## config.mk

```make
export PLATFORM = sky130hd
export DESIGN_NAME = regfile_host_port_flat
export DESIGN_NICKNAME = d
export VERILOG_FILES = /design/src/rtl/regfile_host_port_if.sv /design/src/rtl/regfile_host_port.sv /design/src/flat_wrapper.sv
export SDC_FILE = /design/constraint.sdc
export NUM_CORES = 1
export LEC_CHECK = 0
export ABC_CLOCK_PERIOD_IN_PS = 4400
export CAP_MARGIN = 20
export CORE_MARGIN = 2
export CORE_UTILIZATION = 43
export CTS_CLUSTER_DIAMETER = 50
export CTS_CLUSTER_SIZE = 8
export DETAILED_ROUTE_END_ITERATION = 8
export PLACE_DENSITY = 0.86
export SYNTH_ARGS = -nofsm -noshare
export SYNTH_HDL_FRONTEND = slang
export SYNTH_SLANG_ARGS = --single-unit
```

## constraint.sdc

```tcl
create_clock -name clk -period 4.4 [get_ports clk]
set_clock_uncertainty 0.1 [all_clocks]
set_input_delay 1.1 -clock clk [delete_from_list [all_inputs] [get_ports clk]]
set_output_delay 1.1 -clock clk [all_outputs]
set_load 0.05 [all_outputs]
```

## src/rtl/regfile_host_port_if.sv

```systemverilog
// Host command/response channel for regfile_host_port.
//   master : host side, issues commands and accepts responses
//   slave  : regfile_host_port side
// Signals: cmd_valid/cmd_ready/cmd_op/cmd_addr/cmd_wdata (command),
//          rsp_valid/rsp_ready/rsp_data/rsp_err (response).
interface regfile_host_port_if #(
    parameter int DW = 24,
    parameter int AW = 4
);
    logic          cmd_valid;
    logic          cmd_ready;
    logic [1:0]    cmd_op;
    logic [AW-1:0] cmd_addr;
    logic [DW-1:0] cmd_wdata;
    logic          rsp_valid;
    logic          rsp_ready;
    logic [DW-1:0] rsp_data;
    logic          rsp_err;

    modport master (
        output cmd_valid, cmd_op, cmd_addr, cmd_wdata, rsp_ready,
        input  cmd_ready, rsp_valid, rsp_data, rsp_err
    );

    modport slave (
        input  cmd_valid, cmd_op, cmd_addr, cmd_wdata, rsp_ready,
        output cmd_ready, rsp_valid, rsp_data, rsp_err
    );
endinterface

```

## src/rtl/regfile_host_port.sv

```systemverilog
// regfile_host_port: host-side initiator for the 16x24 register file.
// Accepts one host command at a time, performs the regfile read (and optional
// write) in a single EXEC cycle, then presents one response.
//
// Ports:
//   clk, rst_n      clock, asynchronous active-low reset
//   host (slave)    command/response channel (see regfile_host_port_if)
//   txn_count       completed responses, saturating
//   rf_we/rf_dst    regfile write enable / address
//   rf_src0/rf_src1 regfile read addresses (both the latched command address)
//   rf_data         regfile write data
//   rf_outa/rf_outb regfile read data (port B unused)
//
// Build option: define REGFILE_HOST_RMW_EN to build the ADD/XOR datapath.
// Without it ADD/XOR are rejected with rsp_err and no write.
//
// state | meaning
// IDLE  | cmd_ready high, waiting for a command
// EXEC  | regfile addressed, pre-write value captured, write (if any) commits
// RESP  | rsp_valid high, response held until rsp_ready
module regfile_host_port #(
    parameter int                 DW      = 24,
    parameter int                 AW      = 4,
    parameter logic [2**AW-1:0]   WP_MASK = 16'h0008,
    parameter int                 CNT_W   = 16
) (
    input  logic                  clk,
    input  logic                  rst_n,
    regfile_host_port_if.slave    host,
    output logic [CNT_W-1:0]      txn_count,
    output logic                  rf_we,
    output logic [AW-1:0]         rf_dst,
    output logic [AW-1:0]         rf_src0,
    output logic [AW-1:0]         rf_src1,
    output logic [DW-1:0]         rf_data,
    input  logic [DW-1:0]         rf_outa,
    input  logic [DW-1:0]         rf_outb
);

    typedef enum logic [1:0] {
        IDLE = 2'd0,
        EXEC = 2'd1,
        RESP = 2'd2
    } state_t;

    localparam logic [1:0] OP_READ  = 2'b00;
    localparam logic [1:0] OP_WRITE = 2'b01;
    localparam logic [1:0] OP_ADD   = 2'b10;
    localparam logic [1:0] OP_XOR   = 2'b11;

    state_t        state, state_nxt;
    logic          accept;
    logic          rsp_done;

    logic [1:0]    op_q;
    logic [AW-1:0] addr_q;
    logic [DW-1:0] wdata_q;
    logic [DW-1:0] rsp_data_q;
    logic          rsp_err_q;

    logic [DW-1:0] wr_data;
    logic          op_err;
    logic          wr_req;
    logic          reject;

    logic          unused_rf_outb;
    assign unused_rf_outb = ^rf_outb;

    always_ff @(posedge clk or negedge rst_n) begin
        if (!rst_n) begin
            state <= IDLE;
        end else begin
            state <= state_nxt;
        end
    end

    always_comb begin
        state_nxt = state;
        accept    = 1'b0;
        rsp_done  = 1'b0;
        case (state)
            IDLE: begin
                if (host.cmd_valid) begin
                    accept    = 1'b1;
                    state_nxt = EXEC;
                end
            end
            EXEC: state_nxt = RESP;
            RESP: begin
                if (host.rsp_ready) begin
                    rsp_done  = 1'b1;
                    state_nxt = IDLE;
                end
            end
            default: state_nxt = IDLE;
        endcase
    end

    // Operation decode on the latched command; rf_outa is the live
    // (pre-write) value of the addressed register during EXEC.
    always_comb begin
        wr_data = '0;
        op_err  = 1'b0;
        case (op_q)
            OP_READ:  wr_data = '0;
            OP_WRITE: wr_data = wdata_q;
`ifdef REGFILE_HOST_RMW_EN
            OP_ADD:   wr_data = rf_outa + wdata_q;
            OP_XOR:   wr_data = rf_outa ^ wdata_q;
`else
            OP_ADD:   op_err  = 1'b1;
            OP_XOR:   op_err  = 1'b1;
`endif
            default:  wr_data = '0;
        endcase
    end

    assign wr_req = (op_q != OP_READ);
    assign reject = wr_req && (WP_MASK[addr_q] || op_err);

    // Decoded from registered state so a falling rst_n kills the write at once.
    assign rf_we   = (state == EXEC) && wr_req && !reject;
    assign rf_data = rf_we ? wr_data : '0;
    assign rf_dst  = addr_q;
    assign rf_src0 = addr_q;
    assign rf_src1 = addr_q;

    assign host.cmd_ready = (state == IDLE);
    assign host.rsp_valid = (state == RESP);
    assign host.rsp_data  = rsp_data_q;
    assign host.rsp_err   = rsp_err_q;

    always_ff @(posedge clk or negedge rst_n) begin
        if (!rst_n) begin
            op_q       <= OP_READ;
            addr_q     <= '0;
            wdata_q    <= '0;
            rsp_data_q <= '0;
            rsp_err_q  <= 1'b0;
            txn_count  <= '0;
        end else begin
            if (accept) begin
                op_q    <= host.cmd_op;
                addr_q  <= host.cmd_addr;
                wdata_q <= host.cmd_wdata;
            end
            if (state == EXEC) begin
                rsp_data_q <= rf_outa;
                rsp_err_q  <= reject;
            end
            if (rsp_done && (txn_count != {CNT_W{1'b1}})) begin
                txn_count <= txn_count + 1'b1;
            end
        end
    end

endmodule

```

## src/flat_wrapper.sv

```systemverilog
// flat-port wrapper written by rule: the top's interface ports become plain ports
module regfile_host_port_flat 
#(
    parameter int                 DW      = 24,
    parameter int                 AW      = 4,
    parameter logic [2**AW-1:0]   WP_MASK = 16'h0008,
    parameter int                 CNT_W   = 16
)
  (clk, rst_n, txn_count, rf_we, rf_dst, rf_src0, rf_src1, rf_data, rf_outa, rf_outb, host_cmd_valid, host_cmd_op, host_cmd_addr, host_cmd_wdata, host_rsp_ready, host_cmd_ready, host_rsp_valid, host_rsp_data, host_rsp_err);
  regfile_host_port_if #(.DW(DW), .AW(AW)) host_i ();
  input  logic clk;
  input  logic rst_n;
  output logic [CNT_W-1:0] txn_count;
  output logic rf_we;
  output logic [AW-1:0] rf_dst;
  output logic [AW-1:0] rf_src0;
  output logic [AW-1:0] rf_src1;
  output logic [DW-1:0] rf_data;
  input  logic [DW-1:0] rf_outa;
  input  logic [DW-1:0] rf_outb;
  input wire logic [$bits(host_i.cmd_valid)-1:0] host_cmd_valid;
  input wire logic [$bits(host_i.cmd_op)-1:0] host_cmd_op;
  input wire logic [$bits(host_i.cmd_addr)-1:0] host_cmd_addr;
  input wire logic [$bits(host_i.cmd_wdata)-1:0] host_cmd_wdata;
  input wire logic [$bits(host_i.rsp_ready)-1:0] host_rsp_ready;
  output wire logic [$bits(host_i.cmd_ready)-1:0] host_cmd_ready;
  output wire logic [$bits(host_i.rsp_valid)-1:0] host_rsp_valid;
  output wire logic [$bits(host_i.rsp_data)-1:0] host_rsp_data;
  output wire logic [$bits(host_i.rsp_err)-1:0] host_rsp_err;
  assign host_i.cmd_valid = host_cmd_valid;
  assign host_i.cmd_op = host_cmd_op;
  assign host_i.cmd_addr = host_cmd_addr;
  assign host_i.cmd_wdata = host_cmd_wdata;
  assign host_i.rsp_ready = host_rsp_ready;
  assign host_cmd_ready = host_i.cmd_ready;
  assign host_rsp_valid = host_i.rsp_valid;
  assign host_rsp_data = host_i.rsp_data;
  assign host_rsp_err = host_i.rsp_err;
  regfile_host_port #(.DW(DW), .AW(AW), .WP_MASK(WP_MASK), .CNT_W(CNT_W)) u_core (.clk(clk), .rst_n(rst_n), .host(host_i), .txn_count(txn_count), .rf_we(rf_we), .rf_dst(rf_dst), .rf_src0(rf_src0), .rf_src1(rf_src1), .rf_data(rf_data), .rf_outa(rf_outa), .rf_outb(rf_outb));
endmodule
```

# After elaboration in Yosys (flattened, before gate mapping)
# Memory sizes are Yosys's and may differ from the RTL's.
# Index checks and enable logic that the tools add are counted.
dict set report totals {
  reg_bits 73
  rom_bits 16
  inputBits 82
  output_inout_bits 80
  elab_cells 39
  memories 1
}
dict set report classes {
  addsub 1
  magnitude_cmp 1
  eq_ne 8
  mux 11
  reduce_logical 10
}
# name depth word_bits rd rd_ports_with_merged_regs write_ports line_no
set memory_table {}
lappend memory_table {{(no name shown)} 16 1 1 0 0 regfile_host_port.sv:119} ;# assign reject = wr_req && (WP_MASK[addr_q] || op_err);
# operator count
set op_table {}
lappend op_table {{$mux W24} 2}
lappend op_table {{$add A16 B1 Y16 const B} 1}
lappend op_table {{$ne A16 B16 Y1 const B} 1}
lappend op_table {{$eq A2 B2 Y1 const B} 3}
lappend op_table {{$mux W1} 6}
lappend op_table {{$pmux W2 S3} 1}
lappend op_table {{$lt A4 B5 Y1 const B} 1}
lappend op_table {{$eq A2 B1 Y1 const B} 2}
lappend op_table {{$logic_and A1 B1 Y1} 4}
lappend op_table {{$mux W2} 2}
lappend op_table {{$ne A2 B2 Y1 const B} 2}
lappend op_table {{$logic_not A2 Y1} 1}
lappend op_table {{$reduce_and A2 Y1} 1}
lappend op_table {{$reduce_bool A2 Y1} 1}
lappend op_table {{$reduce_or A2 Y1} 1}
lappend op_table {{$logic_not A1 Y1} 1}
lappend op_table {{$logic_or A1 B1 Y1} 1}

# Longest topological paths before layout
dict set report depth {
  word_depth 8
  mapped_depth 5
  mapped_depth_nobuf 5
}

# Worst setup path after synthesis
# Ideal clock, no wire load.
dict set report synth_timing {
  path_type {register to output}
  startpoint {register u_core.addr_q[2] (netlist: u_core.rf_dst[2])}
  endpoint {output port rf_data[14]}
  arrival_ns 2.340
  t_required_ns 3.200
  path_slack_ns 0.860
  path_stages_with_launch 6
  n_path_buf 1
  path_cell_list {dfrtp_1 -> nor2_1 -> a41oi_1 -> and3_1 -> clkbuf_1 -> and2_1}
}
dict set report synth_between {
  elab_chain_len 7
}
# item line_no
set synth_rtl {}
lappend synth_rtl {{start: declaration} regfile_host_port.sv:56} ;# logic [AW-1:0] addr_q;
lappend synth_rtl {{start signal: assignment} regfile_host_port.sv:144} ;# addr_q <= host.cmd_addr;
lappend synth_rtl {{$mem_v2 Z16 W1} -}
lappend synth_rtl {{$mux W1 (not written as such)} regfile_host_port.sv:119}
lappend synth_rtl {{$logic_or A1 B1 Y1} regfile_host_port.sv:119}
lappend synth_rtl {{$logic_and A1 B1 Y1} regfile_host_port.sv:119}
lappend synth_rtl {{$logic_not A1 Y1} regfile_host_port.sv:122} ;# assign rf_we = (state == EXEC) && wr_req && !reject;
lappend synth_rtl {{$logic_and A1 B1 Y1} regfile_host_port.sv:122}
lappend synth_rtl {{named net rf_we} flat_wrapper.sv:14} ;# output logic rf_we;
lappend synth_rtl {{$mux W24} regfile_host_port.sv:123} ;# assign rf_data = rf_we ? wr_data : '0;
lappend synth_rtl {{end: declaration} flat_wrapper.sv:18} ;# output logic [DW-1:0] rf_data;
# The timed path passes the listed nets, and every way through them passes these cells. The select of a mux whose other input is x is not followed.

# Worst setup path in the final report
dict set report layout_timing {
  startpoint {register u_core.addr_q[2] (netlist: u_core.rf_dst[2])}
  endpoint {output port rf_data[13]}
}
dict set report layout_between {
  elab_chain_len 7
}
# item line_no
set layout_rtl {}
lappend layout_rtl {{$mem_v2 Z16 W1} -}
lappend layout_rtl {{$mux W1 (not written as such)} regfile_host_port.sv:119}
lappend layout_rtl {{$logic_or A1 B1 Y1} regfile_host_port.sv:119}
lappend layout_rtl {{$logic_and A1 B1 Y1} regfile_host_port.sv:119}
lappend layout_rtl {{$logic_not A1 Y1} regfile_host_port.sv:122}
lappend layout_rtl {{$logic_and A1 B1 Y1} regfile_host_port.sv:122}
lappend layout_rtl {{$mux W24} regfile_host_port.sv:123}
# No other way between the ends. The select of a mux whose other input is x is not followed.

==> flow_summary.yaml <==
timing:
  worst_pin_slew_ns: 0.906
  slew_headroom_pct: 39.6
  timing.final.max_slew_violations: 0
  finalCritPeriodShare_pct: 90.9
  finalHoldViolations: 0
  finalSetupViolCount: 0
  setup_tns_ns: 0
  timing.fmax_ghz: 0.250
  grt_setup_unrepaired: "no"
  fin_crit_ns: 4.00
logic_synthesis:
  yosysTopAreaCellShare_pct: 58.0
  yosysWarnings: 0
  synth-edff-count: 0
  yosysUniqueCellTypes: 31
  ys_ff_latch: 73
  syn_inst: 235
  synth_area_leaders: "dfrtp_1, mux2_2, and2_1"
  synth_fp_nets: 318
  synth_top_area_cell: "dfrtp_1"
  yosysSeqAreaShare_pct: 58.0
  avgSynthCellArea_um2: 13.4
  synth_area_mm2: 0.00315
  ys.flop_type: "dfrtp_1"
  synthTopCellsByCount: "dfrtp_1, mux2_2, and2_1"
  synth.most_common_cell: "dfrtp_1"
  synthArstFlopShare_pct: 100
critical_path:
  crit_required_ns: 3.20
  crit_type: "reg2out"
  crit_arrival_ns: 2.80
  start_kind: "flop"
  critPathMaxFanout: 25
  cp-end-kind: "primary output"
final_layout:
  n_antenna_cell: 0
  nets: 451
  fillCellCount: 544
  layout-drive-gt1-share_pct: 20.4
  final-seq-area_mm2: 0.00183
  multi_input_area_mm2: 0.00122
  utilization_pct: 66.3
  synthToLayoutAreaGrowth_pct: 51.0
die:
  rows: 31
  coreArea_mm2: 0.00718
  start_util_pct: 43.9
  die_y_um: 89.6
  io_pins: 162
  die_x_um: 89.6
  die-area_mm2: 0.00803
routing:
  top_layer: "met4"
  vias: 2332
  wirelength_um: 7180
  drtIter0Drc: 71
  drc: 0
  wire_per_inst_um: 15.2
  drt_first_pass_iters: 4
  routed_via_density: 4.95
  routed-wl-met2_um: 3620
  wl_met3_um: 600
  met1Wirelength_um: 2830
  antenna_left: 0
pwr:
  ir_worst_vdd_v: 0.000403
  fin_total_pwr_mw: 3.52
  powerDensity_mw_per_mm2: 741
  power_leakage_nw: 2.02
global_route:
  grt_pass1_wl_um: 11300
  grt_pass1_vias: 2450
  track_usage_pct: 18.7
  grt_max_degree: 74
  gr-total-overflow: 0
  antenna_found_initial: 0
cts:
  post_cts_resized: 0
  clock_latency_ns: 0.33
  cts_setup_buffers: 0
  cts_sinks: 73
  cts_tree: "built"
  clk_path_buf_depth: 2
  cts_hold_buffers: 0
  clkTransAtPathRegs_ns: 0.07
  cts_root_buf: "clkbuf_8"
  cts_inserted_buffers: 9
  htreeDepth: 3
status:
  status: "completed"
hold_path:
  hold_class: "reg2reg"
place:
  place_congestion: 0.862
  place_hpwl_um: 5330
  portBuffers: 137
flow_run:
  cap_violations: 0
-- cell usage in the layout (no fill, tap or decap), types with 2 or more instances in the layout --
master           synthesis  layout
nor4_1                   5       5
nand3_1                  3       3
clkbuf_8                 0      11
clkbuf_1                 3       2
nand4_1                  5       5
a21oi_1                  2       2
xnor2_1                  2       2
and3_1                   4       4
buf_4                    8       3
o21ai_0                  4       4
nor3_1                   4       4
mux2_2                  55      55
dfrtp_1                 73      73
inv_1                    2       2
nand4_2                  2       2
nor2_1                   4       4
nand2_1                  5       5
and2_1                  26      26
xor2_1                   9       9
clkdlybuf4s50_1          0     136
-- final timing paths --
kind                                      from                  endpoint  slack, ns  cells after the start
max                           u_core.rf_dst[2]               rf_data[13]       0.40                      5
min                         u_core.wdata_q[11]        u_core.wdata_q[11]       0.40                      1
max reg2reg                u_core.txn_count[1]       u_core.txn_count[1]       2.40                      5
min reg2reg                 u_core.wdata_q[11]        u_core.wdata_q[11]       0.40                      1
max in group asynchronous                rst_n  u_core.host.rsp_data[13]       2.82                      1
min in group asynchronous                rst_n      u_core.txn_count[15]       0.78                      1
-- cell families (layout without fill, tap and decap cells) --
logic type | after synthesis | in the layout | share of synthesized area [%]
adders and majority gates | 1 | 1 | 0.397
DFF | 73 | 73 | 58.0
AOI/OAI and AO/OA | 9 | 9 | 1.75
muxes | 57 | 57 | 20.3
buffers and inverters | 19 | 156 | 3.46
and+or+nand+nor | 65 | 65 | 13.0
xor gates and xnor gates | 11 | 11 | 3.06
-- stage by stage --
stage	instance area (um2)	hold slack, ns	std cells	worst slack (ns)
final	4760	0.402	471	0.402
after global routing	4760	0.425	471	0.147
after global placement	4560	0.381	456	0.764
after floorplan	3150	0.372	235	0.860
after CTS	4760	0.405	471	0.360
after detailed placement	4560	0.388	456	0.725
-- critical path, stage by stage, from the launching register on --
cell	delay, ns
dfrtp_1	0.41
nor2_1	0.06
a41oi_1	0.24
and3_1	0.68
and2_1	0.23
clkdlybuf4s50_1	0.83
-- layer usage --
| layer | up-vias | track usage (%) |
|---|---|---|
| li1 | 1090 | - |
| met1 | 1141 | 21.6 |
| met2 | 91 | 31.8 |
| met3 | 10 | 6.31 |
| met4 | 0 | 8.14 |
| met5 | - | 0 |
-- where the power goes --
group / total, mW / internal (mW) / switching (mW)
registers: 1.13 / 0.958 / 0.174
logic: 1.87 / 0.732 / 1.14
clock network: 0.520 / 0.291 / 0.230
total: 3.52 / 1.98 / 1.54
-- flip-flops by register name, indices dropped and copies added, names as in the netlist --
name,cells
u_core.txn_count,16
u_core.host.rsp_data,24
u_core.rf_dst,4
u_core.wdata_q,24
u_core.state,2
u_core.host.rsp_err,1
u_core.op_q,2
-- final cells by class --
cell class              instances  share of cell area (%)
multi-input cells             143                    25.6
clock inverters                 2                   0.789
well taps                      99                    2.60
repair buffers                139                    29.1
inverters                       2                   0.158
flip-flops and latches         73                    38.4
clock buffers                  13                    3.34
(Power assumes the default switching activity.)
